File: config.mk
export PLATFORM = sky130hd
export DESIGN_NAME = cronometru_control
export DESIGN_NICKNAME = d
export VERILOG_FILES = /design/src/rtl/cronometru_pkg.sv /design/src/rtl/cronometru_debounce.sv /design/src/rtl/cronometru_control.sv
export SDC_FILE = /design/constraint.sdc
export NUM_CORES = 1
export LEC_CHECK = 0
export CORE_AREA = 5 5 42 44
export DETAILED_ROUTE_END_ITERATION = 7
export DIE_AREA = 0 0 47 49
export DONT_BUFFER_PORTS = 1
export HOLD_SLACK_MARGIN = 0.12
export PLACE_DENSITY = 0.81
export SYNTH_ARGS = -nofsm -noshare
export SYNTH_HDL_FRONTEND = slang
export SYNTH_SLANG_ARGS = --single-unit
export TNS_END_PERCENT = 100
File: constraint.sdc
create_clock -name clk_out -period 1.3 [get_ports clk_out]
set_input_delay 0.26 -clock clk_out [delete_from_list [all_inputs] [get_ports clk_out]]
set_output_delay 0.26 -clock clk_out [all_outputs]
set_load 0.005 [all_outputs]
File: src/rtl/cronometru_pkg.sv
// cronometru_pkg: shared state codes and default parameters for the stopwatch controller
`timescale 1ns/100ps
package cronometru_pkg;
    typedef enum logic [1:0] {
        ST_IDLE   = 2'd0,
        ST_RUN    = 2'd1,
        ST_PAUSED = 2'd2,
        ST_LAP    = 2'd3
    } state_t;
    localparam int DEBOUNCE_CYCLES_DEF = 4;
    localparam int CNT_W_DEF = 3;
endpackage

File: src/rtl/cronometru_debounce.sv
// cronometru_debounce: 2-FF synchronizer, stability debouncer and rising-edge pulse for one button
// Ports: clk_out clock, reset async active-high, btn raw button, pulse one-cycle press pulse
`timescale 1ns/100ps
module cronometru_debounce #(
    parameter int DEBOUNCE_CYCLES = 4,
    parameter int CNT_W = 3
) (
    input  logic clk_out,
    input  logic reset,
    input  logic btn,
    output logic pulse
);
    logic sync1_q, sync2_q;
    logic level_q, level_d, prev_q, pulse_q, pulse_d;
    logic [CNT_W-1:0] cnt_q, cnt_d;
    always_comb begin
        level_d = level_q;
        cnt_d = '0;
        if (sync2_q != level_q) begin
            if (cnt_q == CNT_W'(DEBOUNCE_CYCLES - 1)) level_d = sync2_q;
            else cnt_d = cnt_q + 1'b1;
        end
        pulse_d = level_q & ~prev_q;
    end
    // level and prev reset to 1 so a button held through reset never pulses
    always_ff @(posedge clk_out or posedge reset) begin
        if (reset) begin
            sync1_q <= 1'b0;
            sync2_q <= 1'b0;
            cnt_q   <= '0;
            level_q <= 1'b1;
            prev_q  <= 1'b1;
            pulse_q <= 1'b0;
        end else begin
            sync1_q <= btn;
            sync2_q <= sync1_q;
            cnt_q   <= cnt_d;
            level_q <= level_d;
            prev_q  <= level_q;
            pulse_q <= pulse_d;
        end
    end
    assign pulse = pulse_q;
endmodule

File: src/rtl/cronometru_control.sv
// cronometru_control: turns start/stop and lap/reset buttons into pauza, clr and lap_hold for the stopwatch
// Ports: clk_out clock, reset async active-high, btn_ss/btn_lr raw buttons,
//        pauza counter freeze, clr one-cycle clear, lap_hold display freeze, state FSM state
`timescale 1ns/100ps
module cronometru_control
    import cronometru_pkg::*;
#(
    parameter int DEBOUNCE_CYCLES = DEBOUNCE_CYCLES_DEF,
    parameter int CNT_W = CNT_W_DEF
) (
    input  logic       clk_out,
    input  logic       reset,
    input  logic       btn_ss,
    input  logic       btn_lr,
    output logic       pauza,
    output logic       clr,
    output logic       lap_hold,
    output logic [1:0] state
);
    logic ss_p, lr_p;
    state_t state_q, state_d;
    logic pauza_q, pauza_d, clr_q, clr_d, lap_hold_q, lap_hold_d;
    cronometru_debounce #(.DEBOUNCE_CYCLES(DEBOUNCE_CYCLES), .CNT_W(CNT_W)) u_ss (
        .clk_out(clk_out), .reset(reset), .btn(btn_ss), .pulse(ss_p)
    );
    cronometru_debounce #(.DEBOUNCE_CYCLES(DEBOUNCE_CYCLES), .CNT_W(CNT_W)) u_lr (
        .clk_out(clk_out), .reset(reset), .btn(btn_lr), .pulse(lr_p)
    );
    // ss_p has priority; a simultaneous lr_p is dropped
    always_comb begin
        state_d = state_q;
        clr_d = 1'b0;
        if (ss_p) begin
            state_d = (state_q == ST_RUN || state_q == ST_LAP) ? ST_PAUSED : ST_RUN;
        end else if (lr_p) begin
            state_d = (state_q == ST_RUN) ? ST_LAP :
                      (state_q == ST_LAP) ? ST_RUN : ST_IDLE;
            clr_d = (state_q == ST_IDLE || state_q == ST_PAUSED);
        end
        pauza_d = (state_d == ST_IDLE || state_d == ST_PAUSED);
        lap_hold_d = (state_d == ST_LAP);
    end
    always_ff @(posedge clk_out or posedge reset) begin
        if (reset) begin
            state_q    <= ST_IDLE;
            pauza_q    <= 1'b1;
            clr_q      <= 1'b0;
            lap_hold_q <= 1'b0;
        end else begin
            state_q    <= state_d;
            pauza_q    <= pauza_d;
            clr_q      <= clr_d;
            lap_hold_q <= lap_hold_d;
        end
    end
    assign pauza = pauza_q;
    assign clr = clr_q;
    assign lap_hold = lap_hold_q;
    assign state = state_q;
endmodule
# Word-level counts from Yosys, hierarchy flattened
# Index checks and enable logic that the tools add are counted.
# word_totals
in_bits	4
out_inout_bits	5
reg_bits	21
word_cells	49
# op_classes
addsub	2
reduce_logical	7
bitwise	4
eq_ne	9
mux	11
# op_table
op	n
$mux 3	4
$eq 2x2->1 const B	4
$mux 2	4
$add 3x1->3 const B	2
$eq 3x2->1 const B	2
$logic_not 2->1	2
$reduce_and 2->1	2
$logic_or 1x1->1	3
$mux 1	3
$and 1x1->1	2
$eq 2x1->1 const B	1
$ne 1x1->1	2
$not 1->1	2

# Depth between registers and ports, before layout
# Gate-level depths: netlist of run 1.
# logic_depth
ltp_word	7
ltp_mapped	3

# Cells and area by module
# From an unflattened synthesis of run 1, not the netlist that was laid out.
# hier_totals
hier_cells	49
area_unflattened_um2	762.0
# modules_own_cells
module	seq_area_each_um2	n_inst	cells_per_inst	area_per_inst_um2
cronometru_debounce	202.7	2	17	284.0
cronometru_control	126.4	1	15	193.9

# Worst setup path before layout of run 1
# OpenSTA, ideal clock, no wires.
# synth_path
path_kind	reg-to-reg
startpoint	reg u_lr.cnt_q[0]
endpoint	reg u_lr.level_q
required_ns	1.218
arrival_time_ns	1.014
stages_incl_launch_ff	4
synth_period_minus_slack_ns	1.096
setup_time_ns	0.082
setup_slack_ns	0.204
cell_sequence	dfrtp_1 -> ha_1 -> nor2b_1 -> mux2_2
# synth_via
elab_chain_cells	2
# synth_rtl
element	line_no	rtl
from (decl)	cronometru_debounce.sv:15	logic [CNT_W-1:0] cnt_q, cnt_d;
from (signal assigned)	cronometru_debounce.sv:37	cnt_q <= cnt_d;
$eq 3x2->1	cronometru_debounce.sv:20	if (cnt_q == CNT_W'(DEBOUNCE_CYCLES - 1)) level_d = sync2_q;
$reduce_and 2->1 (no line)	--	
to (signal assigned)	cronometru_debounce.sv:38	level_q <= level_d;
to (decl)	cronometru_debounce.sv:14	logic level_q, level_d, prev_q, pulse_q, pulse_d;
# Every way passes these cells.
# A chain may end at the register's enable or synchronous reset.

# Worst setup path after layout of run 1
# Ends and elaborated chain as after synthesis.

==> impl_metrics.py, run 1 <==
metrics = {
    "outcome": {
        "status": "finished clean",
    },
    "detailed_routing": {
        "routed_wl_um": 845,
        "drt_iter0_markers": 2,
        "wl_per_cell_um": 11.9,
        "ant_nets": 0,
        "drt_pass1_iterations": 2,
        "drcViolationCount": 0,
        "via_count": 362,
        "routed_via_density": 5.10,
    },
    "clock_network": {
        "clk_latency_ns": 0.28,
        "htreeDepth": 1,
        "root_buffer": "clkbuf_4",
        "cts_buffers": 3,
        "cts_hold_buf": 3,
        "clock-sinks": 21,
        "cts_setup_buffers": 0,
        "cts_buffer_depth": 2,
        "clk_pin_slew_ns": 0.10,
        "cts_tree": "done",
        "cts.repair.resized": 0,
    },
    "worst_hold_path": {
        "hold_end": "u_lr.sync2_q",
        "hp-start": "u_lr.sync1_q",
        "hold_depth": 0,
        "min_path_type": "reg2reg",
    },
    "sta": {
        "slew_violations": 0,
        "hold_viol": 0,
        "tightest_slew_ns": 0.271,
        "slew-limit-headroom": 0.818,
        "period_needed_ns": 1.18,
        "period_share": 0.906,
        "fin_skew_ns": 0.00157,
        "finalSetupViolCount": 0,
        "timing.hold.ws_ns": 0.358,
        "tns_ns": 0,
        "fmax_ghz": 0.849,
        "rsz0062_at_grt": "no",
        "setup_ws_ns": 0.123,
    },
    "place": {
        "port_buffers": 0,
        "gp_congestion": 0.634,
        "place_ws_ns": 0.147,
    },
    "layout": {
        "multi_input_area_um2": 189,
        "fill_cells": 108,
        "regArea_um2": 532,
        "synthToLayoutAreaGrowth_pct": 11.5,
        "drive_gt1_frac": 0.200,
        "antenna_cells": 0,
        "nets": 63,
    },
    "worst_setup_path": {
        "cp_slowest_cell": "dfrtp_1",
        "worstSetupEndpointType": "flop",
        "rr_worst_depth": 3,
        "path_class": "reg2reg",
        "required_ns": 1.52,
        "critPathLaunchType": "flop",
        "critical_path_arrival_ns": 1.40,
        "path_cells": "ha_1, nor2b_1, mux2_2",
        "path_delay_family": "flip-flops",
        "cp.depth": 3,
        "slowest_delay_ns": 0.36,
        "path_max_fanout": 3,
        "worst_r2r_endpoint": "u_lr.level_q",
        "reg2reg_slack_ns": 0.12,
        "worstPathBufferInverterCount": 0,
        "worstReg2RegStart": "u_lr.cnt_q[0]",
    },
    "floorplanning": {
        "die_h_um": 49,
        "start_util": 0.520,
        "io_pins": 9,
        "die_w_um": 47,
        "core_area_um2": 1400,
        "rows": 14,
        "die_area_um2": 2300,
    },
    "synthesis": {
        "ys.warnings.count": 0,
        "synth_edf_count": 0,
        "synth_seq_cells": 21,
        "synth_nets": 54,
        "synth_area_leaders": "dfrtp_1 55%, dfstp_2 18%, ha_1 5.2%",
        "avgSynthCellArea_um2": 15.5,
        "yosysMostFrequentCell": "dfrtp_1",
        "synth.distinct_cells": 13,
        "yosysTopAreaCell": "dfrtp_1",
        "ys_seq_area_frac": 0.730,
        "netlist.area_leader.share": 0.550,
        "postSynth.asyncResetShare": 1.00,
        "synthesis.area_um2": 728,
        "syn-instance-count": 47,
        "synthFlopType": "dfrtp_1",
        "synth_common_cells": "16 x dfrtp_1, 6 x nor2b_1, 5 x dfstp_2",
    },
    "global_routing": {
        "grt_pass1_wl_um": 1540,
        "antenna_found_initial": 0,
        "grt_pass1_vias": 374,
        "track_usage": 0.0897,
        "grt_start_max_net_pins": 22,
        "grt_overflow": 0,
    },
    "pwr": {
        "share_comb_of_total_power": 0.207,
        "switching_share": 0.278,
        "p_sw_uw": 478,
        "internal_power_uw": 1240,
        "power_frac_seq": 0.626,
        "ir_drop_mv": 1.29,
        "p_leak_uw": 0.000372,
        "clockPowerShare": 0.168,
        "power.density_nw_per_um2": 2120,
    },
    "flow_run": {
        "maxCapViolations": 0,
    },
}
## kinds of logic (layout without fill, tap and decap cells)
kind of cell	Yosys count	count (layout)	share of synthesized area
simple gates	15	15	0.139
fa+ha+maj	3	3	0.0516
flops	21	21	0.730
xor+xnor	2	2	0.0241
mux	2	2	0.0309
buf+inv	2	10	0.0103
compound gates	2	2	0.0137
## sequential cells by signal, indices dropped and copies added, names as in the netlist
name          flops
clr               1
lap_hold          1
pauza             1
state             2
u_lr.cnt_q        3
u_lr.level_q      1
u_lr.prev_q       1
u_lr.pulse        1
u_lr.sync1_q      1
u_lr.sync2_q      1
u_ss.cnt_q        3
u_ss.level_q      1
u_ss.prev_q       1
u_ss.pulse        1
u_ss.sync1_q      1
u_ss.sync2_q      1
## cell usage in the layout, fill, tap and decap left out, drive strengths merged
cell type,instances
dfrtp,16
nor2b,6
dfstp,5
nor3b,4
clkbuf,4
ha,3
dlygate4sd3,3
xnor2,2
nor3,2
nand3b,2
inv,2
mux2,2
or3b,1
o21ai,1
a21oi,1
buf,1
## how the worst max path moves through the flow
stage / startpoint / endpoint / slack, ns
after global placement: u_lr.cnt_q[0] / u_lr.level_q / 0.17
after detailed placement: u_lr.cnt_q[0] / u_lr.level_q / 0.15
final: u_lr.cnt_q[0] / u_lr.level_q / 0.12
after global routing: u_lr.cnt_q[0] / u_lr.level_q / 0.05
after floorplan: u_lr.cnt_q[0] / u_lr.level_q / 0.20
after CTS: u_lr.cnt_q[0] / u_lr.level_q / 0.12
## power groups by stage
stage / registers, uW / logic [uW] / clock network, uW
5_1_grt: 1110 / 416 / 336
3_5_place_dp: 1090 / 354 / 0
2_1_floorplan: 1050 / 299 / 0
3_3_place_gp: 1070 / 340 / 0
4_1_cts: 1080 / 363 / 305
6_report: 1080 / 355 / 289
## stage by stage
stage               std cells  total power (uW)  instance area (um2)  utilization
floorplan                  47              1350                  728            -
global placement           64              1410                  756        0.539
global route               71              1870                  812        0.579
CTS                        71              1750                  812        0.579
detailed placement         64              1450                  756        0.539
finish                     71              1720                  812        0.579
## final cells by class
class,count,area share
clock buffer,4,0.0324
inverter,2,0.00924
multi-input combinational,24,0.233
sequential,21,0.655
tap,16,0.0247
timing repair buffer,4,0.0462
## layer usage
| layer | part of all wire | GRT usage | vias up | wire length, um |
|---|---|---|---|---|
| met5 | 0 | 0 | - | 0 |
| met4 | 0 | 0.0138 | 0 | 0 |
| met3 | 0.070 | 0.0443 | 0 | 59 |
| met2 | 0.45 | 0.122 | 9 | 381 |
| met1 | 0.48 | 0.132 | 183 | 403 |
| li1 | - | - | 170 | - |
(Power assumes the default switching activity.)
==> run 2: changes to the inputs <==
--- a/config.mk
+++ b/config.mk
@@ -9,9 +9,9 @@
 export DETAILED_ROUTE_END_ITERATION = 7
 export DIE_AREA = 0 0 47 49
 export DONT_BUFFER_PORTS = 1
+export GPL_ROUTABILITY_DRIVEN = 1
 export HOLD_SLACK_MARGIN = 0.12
-export PLACE_DENSITY = 0.81
+export PLACE_DENSITY = 0.78
 export SYNTH_ARGS = -nofsm -noshare
 export SYNTH_HDL_FRONTEND = slang
 export SYNTH_SLANG_ARGS = --single-unit
-export TNS_END_PERCENT = 100
==> run 2 against run 1 <==
Compared with the run above: wire length up 14%; worst setup slack better by 0.025 ns; clock power up 2%; critical endpoint unchanged; power up 1.2%; worst hold slack better by 0.0023 ns; maximum frequency up 2.1%; first-iteration DRC count up 50%.
==> impl_metrics.py, run 2 (synthesized netlist as in run 1, its figures left out) <==
metrics = {
    "outcome": {
        "status": "finished clean",
    },
    "layout": {
        "mostFrequentLayoutCells": "16 x dfrtp_1, 5 x nor2b_1, 5 x dfstp_2",
        "synthToLayoutAreaGrowth_pct": 12.0,
        "fill_cells": 118,
        "antenna_cells": 0,
        "fin_area_um2": 816,
        "final_common_cell": "dfrtp_1",
        "drive_gt1_frac": 0.236,
        "nets": 63,
    },
    "detailed_routing": {
        "drt_iter0_markers": 3,
        "via_count": 371,
        "ant_nets": 0,
        "routed_wl_um": 962,
        "wl_per_cell_um": 13.5,
        "routed_via_density": 5.23,
        "drt_pass1_iterations": 2,
        "drcViolationCount": 0,
    },
    "clock_network": {
        "clk_pin_slew_ns": 0.10,
        "cts_tree": "done",
        "clock-sinks": 21,
        "cts_buffers": 3,
        "root_buffer": "clkbuf_4",
        "cts_setup_buffers": 0,
        "clk_latency_ns": 0.29,
        "htreeDepth": 1,
        "cts_buffer_depth": 2,
    },
    "floorplanning": {
        "die_h_um": 49,
        "die_area_um2": 2300,
        "core_area_um2": 1400,
        "io_pins": 9,
        "rows": 14,
        "die_w_um": 47,
        "start_util": 0.520,
    },
    "sta": {
        "tightest_slew_ns": 0.268,
        "fin_skew_ns": 0.00275,
        "slew-limit-headroom": 0.820,
        "slew_violations": 0,
        "setup_ws_ns": 0.147,
        "period_needed_ns": 1.15,
        "tns_ns": 0,
        "rsz0062_at_grt": "no",
        "hold_viol": 0,
        "fmax_ghz": 0.867,
        "period_share": 0.887,
        "finalSetupViolCount": 0,
    },
    "pwr": {
        "power_frac_seq": 0.617,
        "switching_share": 0.287,
        "power_uw": 1740,
        "share_comb_of_total_power": 0.214,
        "internal_power_uw": 1240,
        "power.density_nw_per_um2": 2130,
        "ir_drop_mv": 0.911,
        "clockPowerShare": 0.169,
        "p_leak_uw": 0.000375,
        "p_sw_uw": 499,
    },
    "global_routing": {
        "grt_start_max_net_pins": 22,
        "grt_overflow": 0,
        "grt_pass1_vias": 416,
        "antenna_found_initial": 0,
        "track_usage": 0.112,
        "grt_pass1_wl_um": 1770,
    },
    "place": {
        "place_ws_ns": 0.0824,
        "port_buffers": 0,
        "dpl.hpwl_um": 688,
        "gp_congestion": 0.616,
        "placed_area_um2": 756,
    },
    "worst_setup_path": {
        "required_ns": 1.53,
        "critPathLaunchType": "flop",
        "critical_path_arrival_ns": 1.38,
        "path_class": "reg2reg",
        "path_max_fanout": 3,
        "worstSetupEndpointType": "flop",
    },
    "worst_hold_path": {
        "min_path_type": "reg2reg",
    },
    "flow_run": {
        "maxCapViolations": 0,
    },
}
## run 2: cell count changes in the layout (fill, tap and decap cells not counted), sizes merged
cell,previous run,this run
clkbuf,4,3
clkinv,0,1
## run 2: area by class of cell
| class | instances | area [um2] | area share |
|---|---|---|---|
| Multi-Input combinational cell | 24 | 191 | 0.235 |
| Tap cell | 16 | 20.0 | 0.0245 |
| Sequential cell | 21 | 532 | 0.652 |
| Inverter | 2 | 7.51 | 0.00920 |
| Clock inverter | 1 | 5.00 | 0.00613 |
| Clock buffer | 3 | 22.5 | 0.0276 |
| Timing Repair Buffer | 4 | 37.5 | 0.0460 |
## run 2: worst max-delay path, cell delays in order (launching register included)
cell     delay [ns]
dfrtp_1        0.37
ha_1           0.16
nor2b_2        0.21
mux2_2         0.36
## run 2: power groups by stage
stage               Sequential (uW)  Clock, uW  Combinational (uW)
floorplan                      1050          0                 299
global placement               1070          0                 340
detailed placement             1100          0                 374
CTS                            1080        319                 387
global route                   1120        344                 443
finish                         1070        295                 372
## run 2: per-layer routing
metal,part of all wire,GRT usage,vias to the layer above
met3,0.063,0.0332,4
met1,0.39,0.132,186
met4,0.030,0.0829,0
met5,0,0,-
li1,-,-,170
met2,0.51,0.163,11
## run 2: timing repair
item	4_1_cts	5_1_grt
hold endpoints to repair	23	0
resized for setup	0	1
hold buffers	3	0
setup endpoints to repair	0	1
## run 2: metrics by stage
stage                util  hold slack (ns)  std cells
floorplan               -            0.233         47
global placement    0.539            0.190         64
detailed placement  0.539            0.203         64
CTS                 0.580            0.367         71
global route        0.582            0.384         71
finish              0.582            0.360         71
## run 2: worst paths after layout
check,slack [ns],cells past startpoint,from,endpoint
max in group asynchronous,0.61,3,reset,u_lr.prev_q
max reg2reg,0.15,3,u_lr.cnt_q[0],u_lr.level_q
min reg2reg,0.36,0,u_lr.sync1_q,u_lr.sync2_q
min,0.36,0,u_lr.sync1_q,u_lr.sync2_q
min in group asynchronous,0.42,3,reset,state[0]
max,0.15,3,u_lr.cnt_q[0],u_lr.level_q
==> run 3: changes to the inputs <==
--- a/config.mk
+++ b/config.mk
@@ -5,13 +5,13 @@
 export SDC_FILE = /design/constraint.sdc
 export NUM_CORES = 1
 export LEC_CHECK = 0
-export CORE_AREA = 5 5 42 44
+export CORE_MARGIN = 5
+export CORE_UTILIZATION = 51
 export DETAILED_ROUTE_END_ITERATION = 7
-export DIE_AREA = 0 0 47 49
 export DONT_BUFFER_PORTS = 1
 export GPL_ROUTABILITY_DRIVEN = 1
 export HOLD_SLACK_MARGIN = 0.12
-export PLACE_DENSITY = 0.78
+export PLACE_DENSITY = 0.77
 export SYNTH_ARGS = -nofsm -noshare
 export SYNTH_HDL_FRONTEND = slang
 export SYNTH_SLANG_ARGS = --single-unit
==> constraint.sdc (replaced) <==
create_clock -name clk_out -period 0.9 [get_ports clk_out]
set_input_delay 0.18 -clock clk_out [delete_from_list [all_inputs] [get_ports clk_out]]
set_output_delay 0.18 -clock clk_out [all_outputs]
set_load 0.005 [all_outputs]
==> run 3 against run 2 <==
Compared with the run above: the flow now finishes with violations (setup timing); global-route usage grew 2.6 points; sequential power is 50% higher; cell area rose by 19%; non-clock buffer count rose by 8; clock skew grew 0.0038 ns; first-iteration DRC count decreased by 100%; sequential share of layout area shrank 11 points; combinational power grew to 3.0 times the previous value; final cell count is 9.9% higher; critical endpoint is now u_ss.level_q.
==> impl_metrics.py, run 3 (synthesized netlist as in run 1, its figures left out) <==
metrics = {
    "pwr": {
        "p_leak_uw": 0.000443,
        "power.density_nw_per_um2": 3230,
        "ir_drop_mv": 1.53,
    },
    "outcome": {
        "violations": "setup timing",
        "status": "finished with violations",
    },
    "detailed_routing": {
        "routed_wl_um": 1220,
        "ant_nets": 0,
        "drcViolationCount": 0,
        "routed_via_density": 5.15,
        "wl_per_cell_um": 15.7,
        "drt_iter0_markers": 0,
        "via_count": 402,
        "drt_pass1_iterations": 1,
    },
    "floorplanning": {
        "core_area_um2": 1330,
        "start_util": 0.546,
        "rows": 13,
        "die_area_um2": 2280,
        "die_w_um": 47.8,
        "io_pins": 9,
        "die_h_um": 47.8,
    },
    "clock_network": {
        "htreeDepth": 1,
        "clk_pin_slew_ns": 0.11,
        "clk_latency_ns": 0.29,
        "root_buffer": "clkbuf_4",
        "cts_buffers": 3,
        "cts_tree": "done",
        "cts_buffer_depth": 2,
        "clock-sinks": 21,
    },
    "place": {
        "port_buffers": 0,
        "dp.cells": 67,
        "gp_congestion": 0.704,
        "place_ws_ns": -0.196,
    },
    "sta": {
        "fin_skew_ns": 0.00656,
        "tightest_slew_ns": 0.253,
        "slew_violations": 0,
        "slew-limit-headroom": 0.830,
        "rsz0062_at_grt": "yes",
        "period_share": 1.22,
        "period_needed_ns": 1.10,
        "tns_ns": -1.34,
        "hold_viol": 0,
        "fmax_ghz": 0.911,
        "setup_ws_ns": -0.198,
        "finalSetupViolCount": 11,
    },
    "global_routing": {
        "grt_pass1_wl_um": 2000,
        "track_usage": 0.138,
        "grt_pass1_vias": 493,
        "antenna_found_initial": 0,
        "grt_overflow": 0,
        "grt_start_max_net_pins": 22,
    },
    "worst_setup_path": {
        "path_max_fanout": 2,
        "cp_slowest_cell": "dfrtp_1",
        "reg2reg_slack_ns": -0.20,
        "slowest_delay_ns": 0.43,
        "worst_r2r_endpoint": "u_ss.level_q",
        "worstReg2RegStart": "u_ss.cnt_q[0]",
        "path_delay_family": "flip-flops",
        "required_ns": 1.12,
        "path_class": "reg2reg",
        "worstSetupEndpointType": "flop",
        "worstPathBufferInverterCount": 0,
        "rr_worst_depth": 3,
        "critPathLaunchType": "flop",
        "path_cells": "ha_4, nor2b_4, mux2_4",
        "critical_path_arrival_ns": 1.32,
    },
    "layout": {
        "synthToLayoutAreaGrowth_pct": 33.7,
        "antenna_cells": 0,
        "final_cells": 78,
        "drive_gt1_frac": 0.540,
        "nets": 71,
        "mostFrequentLayoutCells": "16 x dfrtp_1, 7 x buf_4, 5 x dfstp_2",
        "utilization": 0.730,
        "final_common_cell": "dfrtp_1",
        "fill_cells": 90,
    },
    "flow_run": {
        "maxCapViolations": 0,
    },
    "worst_hold_path": {
        "min_path_type": "in2async",
    },
}
-- run 3: worst max-delay path by stage --
stage	cells past startpoint	to	from	slack [ns]
final	3	u_ss.level_q	u_ss.cnt_q[0]	-0.20
after global routing	3	u_lr.level_q	u_lr.cnt_q[0]	-0.23
after CTS	3	u_lr.level_q	u_lr.cnt_q[0]	-0.20
after detailed placement	3	u_lr.level_q	u_lr.cnt_q[0]	-0.20
after global placement	3	u_ss.level_q	u_ss.cnt_q[0]	-0.13
after floorplan	3	u_lr.level_q	u_lr.cnt_q[0]	-0.12
-- run 3: final cells by class --
class	instances	area (um2)	share of cell area
Clock buffer	3	22.5	0.0231
Multi-Input combinational cell	24	283	0.290
Inverter	2	7.51	0.00771
Clock inverter	1	5.00	0.00514
Tap cell	15	18.8	0.0193
Sequential cell	21	532	0.546
Timing Repair Buffer	12	105	0.108
-- run 3: through the flow --
stage,hold WS [ns],area (um2),power [uW]
6_report,0.348,973,3150
5_1_grt,0.364,973,3370
4_1_cts,0.327,931,3010
3_5_place_dp,0.109,812,2360
3_3_place_gp,0.0994,812,2190
2_1_floorplan,0.153,756,2010
-- run 3: power breakdown --
group | leakage (uW) | switching, uW | internal, uW
Sequential | 0.000256 | 266 | 1340
Clock | 0.0000177 | 245 | 165
Combinational | 0.000169 | 433 | 696
Total | 0.000443 | 943 | 2210
-- run 3: worst reg2reg max path, cell delays in order, from the launching register on --
cell,delay [ns]
dfrtp_1,0.43
ha_4,0.18
nor2b_4,0.13
mux2_4,0.29
-- run 3: timing repair --
item,4_1_cts,5_1_grt
setup buffers,3,1
gates resized for setup,8,5
pin swaps,3,2
hold buffers,3,0
endpoints found under the setup margin,13,17
hold endpoints to repair,23,0
-- run 3: metal layers --
metal / global-route usage / up-vias / share of wire
met5: 0 / - / 0
met4: 0.0645 / 0 / 0
met3: 0.0451 / 0 / 0.043
met1: 0.102 / 204 / 0.32
li1: - / 189 / -
met2: 0.293 / 9 / 0.63
